$ cat src/rtl/axi_register_port_arbiter.sv
// Round-robin arbiter sharing the axi_slave_impl user register port among N requesters.
// Sequences read/write/complete op codes and returns read data with a one-cycle done pulse.
module axi_register_port_arbiter #(
    parameter int unsigned NUMBER_OF_REQUESTERS = 4,
    parameter int unsigned C_S_AXI_DATA_WIDTH   = 32,
    parameter int unsigned NUMBER_OF_REGISTERS  = 6,
    parameter int unsigned READ_LATENCY         = 1
) (
    input  logic                                             S_AXI_ACLK,
    input  logic                                             S_AXI_ARESETN,
    input  logic [NUMBER_OF_REQUESTERS-1:0]                  req_valid,
    input  logic [NUMBER_OF_REQUESTERS-1:0]                  req_write,
    input  logic [8*NUMBER_OF_REQUESTERS-1:0]                req_number,
    input  logic [C_S_AXI_DATA_WIDTH*NUMBER_OF_REQUESTERS-1:0] req_wdata,
    output logic [NUMBER_OF_REQUESTERS-1:0]                  req_done,
    output logic                                             req_error,
    output logic [C_S_AXI_DATA_WIDTH-1:0]                    req_rdata,
    output logic                                             busy,
    output logic [1:0]                                       register_operation,
    output logic [7:0]                                       register_number,
    output logic [C_S_AXI_DATA_WIDTH-1:0]                    register_write,
    input  logic [C_S_AXI_DATA_WIDTH-1:0]                    register_read
);

    localparam int unsigned N     = NUMBER_OF_REQUESTERS;
    localparam int unsigned DW    = C_S_AXI_DATA_WIDTH;
    localparam int unsigned ID_W  = (N > 1) ? $clog2(N) : 1;
    localparam int unsigned CNT_W = $clog2(READ_LATENCY + 1);

    localparam logic [1:0] OP_IDLE     = 2'd0;
    localparam logic [1:0] OP_READ     = 2'd1;
    localparam logic [1:0] OP_WRITE    = 2'd2;
    localparam logic [1:0] OP_COMPLETE = 2'd3;

    typedef enum logic [2:0] {
        ST_IDLE,
        ST_ISSUE,
        ST_WAIT,
        ST_COMPLETE,
        ST_ERROR
    } state_t;

    state_t            state, state_d;
    logic [ID_W-1:0]   rr_ptr, rr_ptr_d;
    logic [ID_W-1:0]   id_q, id_d;
    logic              write_q, write_d;
    logic [CNT_W-1:0]  cnt_q, cnt_d;
    logic [7:0]        number_d;
    logic [DW-1:0]     wdata_d;
    logic [1:0]        op_d;
    logic [N-1:0]      done_d;
    logic              error_d;
    logic [DW-1:0]     rdata_d;

    logic              grant_found;
    logic [ID_W-1:0]   grant_id;
    logic [ID_W-1:0]   idx;
    logic [7:0]        grant_number;
    logic [DW-1:0]     grant_wdata;
    logic              grant_write;

    // First valid requester at or above rr_ptr, wrapping modulo N
    always_comb begin
        grant_found = 1'b0;
        grant_id    = '0;
        idx         = '0;
        for (int unsigned k = 0; k < N; k++) begin
            idx = ID_W'((32'(rr_ptr) + k) % N);
            if (!grant_found && req_valid[idx]) begin
                grant_found = 1'b1;
                grant_id    = idx;
            end
        end
        grant_number = 8'(req_number >> (32'(grant_id) * 8));
        grant_wdata  = DW'(req_wdata >> (32'(grant_id) * DW));
        grant_write  = req_write[grant_id];
    end

    // Next state and next registered outputs
    always_comb begin
        state_d  = state;
        rr_ptr_d = rr_ptr;
        id_d     = id_q;
        write_d  = write_q;
        cnt_d    = cnt_q;
        number_d = register_number;
        wdata_d  = register_write;
        op_d     = OP_IDLE;
        done_d   = '0;
        error_d  = 1'b0;
        rdata_d  = '0;

        case (state)
            ST_IDLE: begin
                if (grant_found) begin
                    id_d     = grant_id;
                    write_d  = grant_write;
                    rr_ptr_d = ID_W'((32'(grant_id) + 32'd1) % N);
                    if (32'(grant_number) >= NUMBER_OF_REGISTERS) begin
                        // Rejected without touching the slave port
                        state_d          = ST_ERROR;
                        done_d[grant_id] = 1'b1;
                        error_d          = 1'b1;
                    end else begin
                        state_d  = ST_ISSUE;
                        op_d     = grant_write ? OP_WRITE : OP_READ;
                        number_d = grant_number;
                        wdata_d  = grant_wdata;
                    end
                end
            end
            ST_ISSUE: begin
                state_d = ST_WAIT;
                cnt_d   = CNT_W'(READ_LATENCY - 1);
            end
            ST_WAIT: begin
                if (cnt_q == '0) begin
                    state_d      = ST_COMPLETE;
                    op_d         = OP_COMPLETE;
                    done_d[id_q] = 1'b1;
                    rdata_d      = write_q ? '0 : register_read;
                end else begin
                    cnt_d = cnt_q - CNT_W'(1);
                end
            end
            ST_COMPLETE: state_d = ST_IDLE;
            ST_ERROR:    state_d = ST_IDLE;
            default:     state_d = ST_IDLE;
        endcase
    end

    always_ff @(posedge S_AXI_ACLK) begin
        if (!S_AXI_ARESETN) begin
            state              <= ST_IDLE;
            rr_ptr             <= '0;
            id_q               <= '0;
            write_q            <= 1'b0;
            cnt_q              <= '0;
            register_operation <= OP_IDLE;
            register_number    <= '0;
            register_write     <= '0;
            req_done           <= '0;
            req_error          <= 1'b0;
            req_rdata          <= '0;
            busy               <= 1'b0;
        end else begin
            state              <= state_d;
            rr_ptr             <= rr_ptr_d;
            id_q               <= id_d;
            write_q            <= write_d;
            cnt_q              <= cnt_d;
            register_operation <= op_d;
            register_number    <= number_d;
            register_write     <= wdata_d;
            req_done           <= done_d;
            req_error          <= error_d;
            req_rdata          <= rdata_d;
            busy               <= (state_d != ST_IDLE);
        end
    end

endmodule

$ cat config.mk
export PLATFORM = sky130hd
export DESIGN_NAME = axi_register_port_arbiter
export DESIGN_NICKNAME = d
export VERILOG_FILES = /design/src/rtl/axi_register_port_arbiter.sv
export SDC_FILE = /design/constraint.sdc
export NUM_CORES = 1
export LEC_CHECK = 0
export ABC_AREA = 1
export BUFFER_PORTS_ARGS = -buffer_cell sky130_fd_sc_hd__buf_2
export CORE_AREA = 2 2 110 112
export DETAILED_ROUTE_END_ITERATION = 16
export DIE_AREA = 0 0 112 114
export PLACE_DENSITY_LB_ADDON = 0.15
export SKIP_CTS_REPAIR_TIMING = 1
export SLEW_MARGIN = 15
export SYNTH_ARGS = -nofsm -noshare
export SYNTH_HDL_FRONTEND = slang
export SYNTH_SLANG_ARGS = --single-unit
$ cat constraint.sdc
create_clock -name S_AXI_ACLK -period 6.4 [get_ports S_AXI_ACLK]
set_input_delay 0.32 -clock S_AXI_ACLK [delete_from_list [all_inputs] [get_ports S_AXI_ACLK]]
set_output_delay 0.32 -clock S_AXI_ACLK [all_outputs]
set_load 0.01 [all_outputs]
* Yosys cells after proc, flatten, opt, wreduce, memory -nomap -nowiden
Cells that the tools add are included.
** Storage, ports and cells
- Register bits :: 89
- Input bits :: 202
- Output and inout port bits :: 80
- Logic and storage cells :: 86
** Operators by class
- $add $sub $neg :: 5
- $lt $le $gt $ge :: 9
- Equal/unequal tests :: 2
- Shifts and indexed selects :: 2
- Muxes and demuxes :: 38
- Bitwise operators :: 3
- Reductions and logical operators :: 15
** Operator list (number)
- $shr 128x7->32 :: 1
- $shr 32x5->8 :: 1
- $lt 2x3->1 const B :: 6
- $mux 2 :: 8
- $mux 1 :: 13
- $mux 4 :: 3
- $bmux 1 s2 :: 5
- $mux 3 :: 3
- $pmux 3 s3 :: 1
- $ge 8x3->1 const B :: 1
- $pmux 4 s2 :: 1
- $reduce_and 3->1 :: 2
- $logic_and 1x1->1 :: 5
- $add 2x1->2 const B :: 2
- $add 2x2->2 const B :: 2
- $demux 1 s2 :: 2
- $ge 2x1->1 const B :: 2
- $pmux 2 s2 :: 1
- $reduce_or 4->1 :: 1
- $eq 3x1->1 const B :: 1
- $eq 3x2->1 const B :: 1
- $logic_not 1->1 :: 3
- $logic_not 3->1 :: 1
- $not 1->1 :: 3
- 5 further kinds :: 5

* Longest topological paths before layout
Gate-level depths: netlist (run 1).
- Depth in word-level cells :: 19
- Depth in mapped cells :: 22
- Depth with buffers taken out :: 19

* Least setup slack after synthesis (run 1)
Ideal clock, no wire load.
- Path kind :: flip-flop to flip-flop
- Start point :: reg rr_ptr[0]
- End point :: reg register_write[12]
- Setup time :: 0.113 ns
- Data arrival time :: 2.048 ns
- Required time :: 6.287 ns
- Path slack :: 4.240 ns
- Cell stages (with the launch flop) :: 19
- Clock period less this slack :: 2.160 ns
- Cell sequence :: dfxtp_1 -> buf_6 -> inv_4 -> nand2_1 -> nand3_1 -> nand2_2 -> nor2_4 -> nand3_2 -> buf_2 -> nand4_1 -> nand3_1 -> nand2_1 -> nand2_1 -> nor2_2 -> nand3_2 -> buf_6 -> buf_6 -> nor2_1 -> nor2_1
** Between the ends
- Word-level cells in the longest chain between the ends :: 16
- Elaborated cells on any way between the ends :: 30
- Classes of those cells :: add/sub: 3; order compare: 1; shift: 2; mux: 16; bitwise: 1; reduce/logical: 7
** RTL lines
- from (decl) :: RTL line 44 : logic [ID_W-1:0] rr_ptr, rr_ptr_d;
- from (signal assigned) :: RTL line 148 : rr_ptr <= rr_ptr_d;
- parallel branches: the longest is 16 deep, another holds $add 2x1->2
- to (signal assigned) :: RTL line 154 : register_write <= wdata_d;
- to (decl) :: RTL line 21 : output logic [C_S_AXI_DATA_WIDTH-1:0] register_write,
Parallel ways; which one is timed is not known. The select of a mux whose other input is x is not followed.
A chain may end at the register's enable or synchronous reset.

* Worst setup path after layout (run 1)
- Start point :: reg rr_ptr[0]
- End point :: reg register_write[23]
Same word-level chain as after synthesis.

==> metrics.md, run 1 <==
| Metric | Value |
|---|---|
| Switch share | 49.3% |
| TNS Setup | 0 ns |
| Antenna Violating Nets Remaining | 0 |
| Maximum clock frequency | 242 MHz |
| # placed instances | 1177 |
| TritonCTS buffer count | 9 |
| Final instance area | 6520 sq um |
| Clock transition at path regs | 0.07 ns |
| Core Box Area | 11700 sq um |
| Hold-critical path depth | 3 |
| Ys Warns | 0 |
| Clock Skews | about 0.0032 ns |
| Initial Util | 41.2% |
| Avg WL per Cell | 12.1 um |
| Final setup fails | 0 |
| Drt pass-1 iters | 4 |
| Adder-cell share of the synthesized area | 1.04% |
| Total grt overflow | 0 |
| Filler cells | 1238 |
| CP Cell Sequence | inv_4 > nand2_1 > nand3_1 > nand2_2 > inv_2 > nand3_1 > nand3_2 > nand2_1 > nand3_1 > nand2_1 > nand2_1 > nor2_2 > nand3_2 > buf_4 > nand2_1 > nand2_1 > nor2_1 |
| Yosys cell types | 22 |
| Sequential Power Share | 21.9% |
| Mean post-synth cell area | 6.13 sq um |
| Tcrit/Tclk final | 64.6% |
| Compound-cell area share of the yosys netlist | 13.9% |
| Via density per instance | 4.54 |
| CP dominant cell by count | nand2_1 |
| Slowest stage cell, crit path | nand3_2 |
| Routed via count | approximately 5400 |
| Initial antenna violation count | 0 |
| Pwr dens | 470 nW/um^2 |
| Gr usage total | 21.9% |
| CTS max path bufs | 2 |
| Final cell count without fillers | 1193 |
| Clk sinks | just under 90 |
| Worst path top cell family by delay | simple AND/OR/NAND/NOR gates |
| Global-route wire length before repair | 23100 um |
| First DRT Iteration DRCs | 246 |
| Run status | complete, no violations |
| Die Ht | roughly 110 um |
| Most common cell after layout, fill and taps aside | buf_2 |
| Synth Register Bits | 88 |
| Final hold violations | 0 |
| Gate power share | 61.6% |
| Clock Latency Late Sink | around 0.33 ns |
| Critical Path RT | 6.67 ns |
| Synth Cell Area | slightly below 5000 sq um |
| Unrepaired setup endpoints after global routing | no |
| Placer Congestion | 0.842 |
| Crit path depth | 17 |
| Sw Pwr | 1510 uW |
| Fin crit period | 4.13 ns |
| Static leakage | between 0.003 and 0.004 uW |
| Syn_nets | 994 |
| Hpwl dp | 11000 um |
| Placed cell areas | 6240 sq um |
| Max VDD drop | 0.284 mV |
| Die area | 12800 sq um |
| Max-Cap Viols | 0 |
| Synth Area in Simple Gates | 35.6% |
| WP data arrival | 4.40 ns |
| CTS tree | yes |
| Die width | approximately 110 um |
| Largest family of logic cells by synthesized area | simple AND/OR/NAND/NOR gates |
| H-tree depth | 3 |
| Largest net degree at the start of global routing | 51 |
| Ant. Diodes | 0 |
| Post-synthesis mux area share | 0% |
| Commonest cells after routing, fill and taps aside | 281 x buf_2, 186 x nand2_1, 186 x nor2_1 |
| Post-synthesis sequential area ratio | 36.5% |
| Share of layout cells above drive strength 1 | between 30 and 40% |
| Clock Power Share | 16.4% |
| Area delta synth->final | 35.0% |
| Internal power | 1550 uW |
| Worst R2R Path Depth | 17 |
| Worst min path class | input port to register |
| Worst path max stage delay | between 0.7 and 0.8 ns |
| Layout Nets | 1247 |
| CP startpoint kind | register |
| Worst-path fanout max | 42 |
| Measured slew at the worst slew-check pin | 0.837 ns |
| Detailed Route WL | 14400 um |
| CP Capture Type | register |
| Cells after Synth | approximately 790 |
| Synth Area in XOR/XNOR | 0% |
| Fin. max-slew vios | 0 |
| Final Total Pwr | roughly 3000 uW |
| Total DRC errors in the routed layout | 0 |
| Buffers on Ports | 281 |
| Worst setup path class | register to register |
| Max_slew headroom | 44.2% |
| Root buffer cell | clkbuf_16 |
| Row count | 40 |
| Buf+Inv Stages, Crit Path | 3 |
| Top-Level Pins | 282 |
| Vias in the first global route | 4834 |
==> Yosys cell counts (all sizes together) <==
library cell / number / share of area, %
inv: 106 / 8.3
a211oi: 1 / 0.16
nor2: 189 / 15
buf: 22 / 2.9
dfxtp: 88 / 36
nand2: 189 / 15
clkinv: 1 / 0.078
nand3: 40 / 4.5
o21bai: 33 / 5.1
a21oi: 12 / 1.2
clkbuf: 22 / 1.7
nand4: 10 / 1.3
o21ai: 71 / 7.4
ha: 4 / 1.0
==> sequential cells by signal, indices dropped and copies added (netlist names) <==
signal / cells
register_write: 32
req_rdata: 32
register_number: 8
req_done: 4
state: 3
id_q: 2
register_operation: 2
rr_ptr: 2
busy: 1
req_error: 1
write_q: 1
==> cell type report <==
type	instances	area (sq um)	area share (%)
tap	147	184	2.82
multi-input combinational	549	2440	37.4
inverter	107	404	6.20
sequential	88	1760	27.0
clock buffer	9	225	3.45
clock inverter	7	61.3	0.940
timing repair buffer	286	1440	22.1
==> routing by layer <==
layer  vias to the layer above  global-route usage, %  part of all wire (%)
li1                       2914                      -                     -
met1                      2320                   25.8                    41
met2                       164                   39.1                    50
met3                        14                   6.27                   7.1
met4                         0                   6.18                   1.6
met5                         -                      0                     0
==> per-stage QoR <==
step                utilization (%)  hold slack [ns]  worst slack (ns)
floorplan                         -            0.432              4.24
global placement               53.2            0.442              2.39
detailed placement             53.2            0.443              2.28
CTS                            55.7            0.179              2.25
global route                   55.7            0.187              1.70
finish                         55.7            0.195              2.27
==> worst paths after layout <==
path                            slack, ns                               to                            start
worst max-delay path                 2.27  register_write[23]$_SDFFE_PN0P_           rr_ptr[0]$_SDFFE_PN0P_
worst min-delay path                 0.19         req_rdata[15]$_SDFF_PP0_                register_read[15]
worst max register to register       2.27  register_write[23]$_SDFFE_PN0P_           rr_ptr[0]$_SDFFE_PN0P_
worst min register to register       0.45  register_number[6]$_SDFFE_PN0P_  register_number[6]$_SDFFE_PN0P_
==> power by group through the flow <==
stage	Combinational, uW	Sequential [uW]	Clock, uW
2_1_floorplan	1460	705	0
5_1_grt	2180	682	540
6_report	1890	672	503
4_1_cts	1920	673	518
3_5_place_dp	1910	684	0
3_3_place_gp	1910	683	0
==> cell families after synthesis <==
kind of cell             count (synthesis)
AO/OA/AOI/OAI                          117
flip-flops                              88
AND/OR/NAND/NOR                        428
adder cells (fa/ha/maj)                  4
buffers and inverters                  151
==> worst min-delay path: stages <==
cell and delay, ns:
buf_2 0.09, inv_1 0.04, nor2_1 0.03
Power figures use the tool's default switching activity.
==> run 2, diff against run 1 <==
--- a/config.mk
+++ b/config.mk
@@ -7,9 +7,9 @@
 export LEC_CHECK = 0
 export ABC_AREA = 1
 export BUFFER_PORTS_ARGS = -buffer_cell sky130_fd_sc_hd__buf_2
-export CORE_AREA = 2 2 110 112
+export CORE_MARGIN = 2
+export CORE_UTILIZATION = 40
 export DETAILED_ROUTE_END_ITERATION = 16
-export DIE_AREA = 0 0 112 114
 export PLACE_DENSITY_LB_ADDON = 0.15
 export SKIP_CTS_REPAIR_TIMING = 1
 export SLEW_MARGIN = 15
==> constraint.sdc (replaced) <==
create_clock -name S_AXI_ACLK -period 3.8 [get_ports S_AXI_ACLK]
set_input_delay 0.19 -clock S_AXI_ACLK [delete_from_list [all_inputs] [get_ports S_AXI_ACLK]]
set_output_delay 0.19 -clock S_AXI_ACLK [all_outputs]
set_load 0.01 [all_outputs]
==> metrics.md, run 2 (synthesis gave the netlist of run 1 again) <==
| Metric | Value |
|---|---|
| Run status | complete, no violations |
| TNS Setup | 0 ns (unchanged) |
| Fin. max-slew vios | 0 (unchanged) |
| Initial Util | 40.6% (-0.69 points) |
| CTS max path bufs | 2 (unchanged) |
| Core Box Area | 11900 sq um (+1.7%) |
| Critical Path RT | 4.03 ns (-2.64 ns) |
| Sequential Power Share | 21.7% (-0.2 points) |
| Placement Setup Slack | 0.555 ns (-1.73 ns) |
| Die Ht | 114 um (about the same) |
| Worst setup path class | register to register |
| Buffers on Ports | 281 (unchanged) |
| H-tree depth | 3 (unchanged) |
| Die area | 13000 sq um (+1.6%) |
| CP dominant cell by count | nand2_1 |
| Most common cell after layout, fill and taps aside | buf_2 |
| Pwr dens | 793 nW/um^2 (+69%) |
| Clock Latency Late Sink | 0.34 ns (about the same) |
| Commonest cells after routing, fill and taps aside | 281 x buf_2, 186 x nand2_1, 186 x nor2_1 |
| Switch share | 48.9% (-0.39 points) |
| Final setup fails | 0 (unchanged) |
| Total DRC errors in the routed layout | 0 (unchanged) |
| Static leakage | 0.00395 uW (+0.71%) |
| Initial antenna violation count | 0 (unchanged) |
| Share of layout cells above drive strength 1 | 30.5% (+0.27 points) |
| Total grt overflow | 0 (unchanged) |
| Worst path max stage delay | 0.58 ns (-0.14 ns) |
| Avg WL per Cell | 12.1 um (+0.26%) |
| Worst-path fanout max | 77 (+83%) |
| Layout Nets | 1251 (+0.32%) |
| Largest net degree at the start of global routing | 78 (+53%) |
| Final instance area | 6570 sq um (+0.67%) |
| Final hold violations | 0 (unchanged) |
| Detailed Route WL | 14500 um (+0.60%) |
| Via density per instance | 4.57 (+0.77%) |
| Placer Congestion | 0.829 (-1.6%) |
| CTS tree | yes |
| Max_slew headroom | 28.9% (-15 points) |
| Measured slew at the worst slew-check pin | 1.06 ns (+0.227 ns) |
| Row count | 40 (unchanged) |
| CP Capture Type | register |
| Worst min path class | input port to register |
| Area delta synth->final | 35.9% |
| Filler cells | 1273 (+2.8%) |
| Gate power share | 61.5% (about the same) |
| Clock transition at path regs | 0.07 ns (about the same) |
| Unrepaired setup endpoints after global routing | no |
| Routed via count | 5472 (+1.1%) |
| Drt pass-1 iters | 4 (unchanged) |
| Antenna Violating Nets Remaining | 0 (unchanged) |
| Sw Pwr | 2550 uW (+69%) |
| Ant. Diodes | 0 (unchanged) |
| Vias in the first global route | 4908 (+1.5%) |
| Final Hold Slack | 0.0577 ns (-0.137 ns) |
| Hpwl dp | 11100 um (+0.86%) |
| Die width | 114 um (+1.7%) |
| Slowest stage cell, crit path | buf_4 |
| Final Total Pwr | 5210 uW (+70%) |
| Fin crit period | 3.26 ns (-0.871 ns) |
| Top-Level Pins | 282 (unchanged) |
| Root buffer cell | clkbuf_16 |
| First DRT Iteration DRCs | 232 (-5.7%) |
| Max VDD drop | 0.392 mV (+38%) |
| Top flop regs | register_write x32, req_rdata x32, register_number x8 |
| Clock Skews | 0.00708 ns (+0.00387 ns) |
| Placed cell areas | 6270 sq um (+0.48%) |
| TritonCTS buffer count | 9 (unchanged) |
| Maximum clock frequency | 307 MHz (+27%) |
| Gr usage total | 22.0% (+0.032 points) |
| Internal power | 2660 uW (+71%) |
| CP Cell Sequence | inv_4 > nand2_1 > nand3_1 > nand2_2 > nor2_4 > nand3_2 > nand3_2 > buf_4 > nand2_1 > nand3_1 > nand2_1 > nand2_1 > nand3_2 > buf_4 > nand2_1 > nand2_1 > nor2_1 |
| Clk sinks | 88 (unchanged) |
| Global-route wire length before repair | 22900 um (-0.54%) |
| CP startpoint kind | register |
| Clock Power Share | 16.8% (+0.4 points) |
| Final worst slack | 0.539 ns (-1.73 ns) |
| Max-Cap Viols | 0 (unchanged) |
| WP data arrival | 3.49 ns (-0.91 ns) |
| Tcrit/Tclk final | 85.8% (+21 points) |
-- run 2: area by class of cell --
class / instances / area (sq um) / area share (%)
Multi-Input combinational cell: 549 / 2440 / 37.2
Tap cell: 147 / 184 / 2.80
Inverter: 107 / 404 / 6.15
Clock buffer: 9 / 225 / 3.43
Sequential cell: 88 / 1760 / 26.8
Clock inverter: 7 / 75.1 / 1.14
Timing Repair Buffer: 290 / 1470 / 22.4
-- run 2: metal layers --
metal  up-vias  GRT usage, %  wire (um)
met5         -             0          0
met4         0          8.13        367
met3        27          5.90       1000
met2       160          39.1       7270
met1      2363          25.2       5860
li1       2922             -          -
-- run 2: stage by stage --
step	utilization, %	instances
floorplan	-	788
global placement	52.6	1181
finish	55.1	1197
CTS	55.1	1197
global route	55.1	1197
detailed placement	52.6	1181
-- run 2: critical path, delay by kind of cell, from the launching register on --
| kind | cells | cell delay [ns] |
|---|---|---|
| buffers and inverters | 3 | 1.01 |
| DFF | 1 | 0.53 |
| and+or+nand+nor | 14 | 1.57 |
-- run 2: final timing paths --
check,start,end,slack [ns],depth (start not counted)
max,rr_ptr[0]$_SDFFE_PN0P_,register_write[31]$_SDFFE_PN0P_,0.54,17
min,register_read[11],req_rdata[11]$_SDFF_PP0_,0.06,3
max reg2reg,rr_ptr[0]$_SDFFE_PN0P_,register_write[31]$_SDFFE_PN0P_,0.54,17
min reg2reg,register_number[6]$_SDFFE_PN0P_,register_number[6]$_SDFFE_PN0P_,0.45,2
-- run 2: power groups by stage --
stage	clock [uW]	combinational (uW)	sequential, uW
2_1_floorplan	0	2460	1190
3_3_place_gp	0	3210	1150
3_5_place_dp	0	3220	1150
4_1_cts	901	3240	1130
5_1_grt	942	3710	1150
6_report	874	3200	1130
==> run 3, diff against run 2 <==
--- a/config.mk
+++ b/config.mk
@@ -10,7 +10,7 @@
 export CORE_MARGIN = 2
 export CORE_UTILIZATION = 40
 export DETAILED_ROUTE_END_ITERATION = 16
-export PLACE_DENSITY_LB_ADDON = 0.15
+export PLACE_DENSITY = 0.85
 export SKIP_CTS_REPAIR_TIMING = 1
 export SLEW_MARGIN = 15
 export SYNTH_ARGS = -nofsm -noshare
==> metrics.md, run 3 (synthesis gave the netlist of run 1 again) <==
| Metric | Value |
|---|---|
| Run status | complete, no violations |
| Final hold violations | 0 (unchanged) |
| Static leakage | 0.00394 uW (-0.14%) |
| Vias in the first global route | 4748 (-3.3%) |
| Hpwl dp | 11500 um (+4.1%) |
| Routed via count | 5631 (+2.9%) |
| Avg WL per Cell | 12.8 um (+5.4%) |
| Internal power | 2700 uW (+1.4%) |
| CTS max path bufs | 2 (unchanged) |
| Clock Power Share | 17.6% (+0.8 points) |
| CTS tree | yes |
| H-tree depth | 3 (unchanged) |
| Worst reg2reg endpoint | register_write[31]$_SDFFE_PN0P_ |
| Hold-critical path depth | 3 (unchanged) |
| Gate power share | 60.8% (-0.7 points) |
| Total DRC errors in the routed layout | 0 (unchanged) |
| Total grt overflow | 0 (unchanged) |
| Maximum clock frequency | 303 MHz (-1.3%) |
| Global-route wire length before repair | 22700 um (-1.2%) |
| Worst R2R Path Depth | 18 (+1) |
| Pwr dens | 797 nW/um^2 (+0.49%) |
| Max-Cap Viols | 0 (unchanged) |
| Worst min path class | input port to register |
| Final cell count without fillers | 1197 (unchanged) |
| Switch share | 48.5% (-0.43 points) |
| Via density per instance | 4.70 (+2.9%) |
| Die width | 114 um (unchanged) |
| Area delta synth->final | 36.0% (about the same) |
| Largest net degree at the start of global routing | 74 (-5.1%) |
| Final setup fails | 0 (unchanged) |
| Fin crit period | 3.31 ns (+0.0443 ns) |
| Hold endpoint | req_rdata[18]$_SDFF_PP0_ |
| CP startpoint kind | register |
| Top-Level Pins | 282 (unchanged) |
| Measured slew at the worst slew-check pin | 1.05 ns (-0.00857 ns) |
| Row count | 40 (unchanged) |
| Final worst slack | 0.494 ns (-0.0443 ns) |
| Final instance area | 6570 sq um (about the same) |
| TritonCTS buffer count | 9 (unchanged) |
| Layout Nets | 1248 (-0.24%) |
| Share of layout cells above drive strength 1 | 30.3% (-0.20 points) |
| Most common cell after layout, fill and taps aside | buf_2 |
| Max_slew headroom | 29.5% (+0.57 points) |
| Die area | 13000 sq um (unchanged) |
| Gr usage total | 22.2% (+0.24 points) |
| Worst-path fanout max | 73 (-5.2%) |
| Worst reg2reg path startpoint | rr_ptr[0]$_SDFFE_PN0P_ |
| Placer Congestion | 0.891 (+7.4%) |
| Max VDD drop | 0.793 mV (+100%) |
| Unrepaired setup endpoints after global routing | no |
| Clock Skews | 0.00805 ns (+0.000961 ns) |
| Commonest cells after routing, fill and taps aside | 281 x buf_2, 186 x nand2_1, 186 x nor2_1 |
| Initial Util | 40.6% (unchanged) |
| Clock transition at path regs | 0.07 ns (about the same) |
| Worst setup path class | register to register |
| Tcrit/Tclk final | 87.0% (+1.2 points) |
| Initial antenna violation count | 2 (+2) |
| Die Ht | 114 um (unchanged) |
| Placement Setup Slack | 0.404 ns (-0.152 ns) |
| Detailed Route WL | 15300 um (+5.4%) |
| Top flop regs | register_write x32, req_rdata x32, register_number x8 |
| Hold_sp | register_read[18] |
| Worst R2R Setup Slack | 0.49 ns (-0.04 ns) |
| Placed cell areas | 6240 sq um (-0.36%) |
| Clock Latency Late Sink | 0.34 ns (about the same) |
| Sw Pwr | 2540 uW (-0.36%) |
| Buffers on Ports | 281 (unchanged) |
| Root buffer cell | clkbuf_16 |
| TNS Setup | 0 ns (unchanged) |
| WP data arrival | 3.53 ns (+0.04 ns) |
| Sequential Power Share | 21.7% (about the same) |
| Antenna Violating Nets Remaining | 0 (unchanged) |
| First DRT Iteration DRCs | 523 (+130%) |
| Core Box Area | 11900 sq um (unchanged) |
| Fin. max-slew vios | 0 (unchanged) |
| Drt pass-1 iters | 5 (+1) |
| Critical Path RT | 4.03 ns (about the same) |
| # placed instances | 1178 (-0.25%) |
| Clk sinks | 88 (unchanged) |
| CP Capture Type | register |
-- run 3: cell count changes in the layout (fill, tap and decap cells not counted), sizes merged --
cell    previous run  this run
clkinv             4         3
diode              0         3
buf              290       287
clkbuf             9        10
inv              109       108
bufinv             0         1
-- run 3: how the worst max path moves through the flow --
stage	startpoint	endpoint	slack [ns]	cells after the start
2_1_floorplan	rr_ptr[0]$_SDFFE_PN0P_	register_write[12]$_SDFFE_PN0P_	1.64	18
5_1_grt	rr_ptr[0]$_SDFFE_PN0P_	register_write[11]$_SDFFE_PN0P_	0.1	18
3_5_place_dp	rr_ptr[0]$_SDFFE_PN0P_	register_write[14]$_SDFFE_PN0P_	0.40	18
6_report	rr_ptr[0]$_SDFFE_PN0P_	register_write[31]$_SDFFE_PN0P_	0.49	18
3_3_place_gp	rr_ptr[0]$_SDFFE_PN0P_	register_write[22]$_SDFFE_PN0P_	0.58	16
4_1_cts	rr_ptr[0]$_SDFFE_PN0P_	register_write[14]$_SDFFE_PN0P_	0.39	18
-- run 3: per-stage QoR --
step / total power (uW) / util (%) / hold WS [ns]
finish: 5240 / 55.1 / 0.0578
global route: 5760 / 55.1 / 0.0326
CTS: 5240 / 55.1 / 0.0421
detailed placement: 4300 / 52.4 / 0.408
global placement: 4260 / 52.4 / 0.403
floorplan: 3640 / - / 0.302
-- run 3: cell type report --
type                    instances  area (sq um)
flip-flops and latches         88          1760
repair buffers                287          1460
fillers                      1190          5340
clock buffers                  10           239
clock inverters                 6          75.1
diodes                          3          7.51
multi-input cells             549          2440
inverters                     107           404
well taps                     147           184
-- run 3: per-layer routing --
metal	global-route usage (%)	part of all wire, %	vias up
met5	0	0	-
met2	37.9	48	241
met3	7.44	7.9	22
met4	6.26	1.6	0
met1	26.7	42	2445
li1	-	-	2923
-- run 3: power groups by stage --
stage          clock (uW)  sequential, uW  combinational, uW
2_1_floorplan           0            1190               2460
3_3_place_gp            0            1150               3120
3_5_place_dp            0            1150               3150
4_1_cts               938            1130               3170
5_1_grt               984            1150               3630
6_report              919            1130               3180
-- run 3: worst max-delay path, cell delays in order (launching register included) --
cell and delay, ns:
dfxtp_1 0.54, inv_4 0.11, nand2_1 0.09, nand2_2 0.08, nand2_1 0.08, nand2_1 0.05
nand2_1 0.07, nand2_1 0.05, nand2_1 0.30, nand3_2 0.48, nand2_1 0.19, nand3_1 0.09
nand2_1 0.11, nand2_1 0.12, nand3_2 0.15, buf_6 0.42, nand2_1 0.12, nand2_1 0.08
nor2_1 0.05
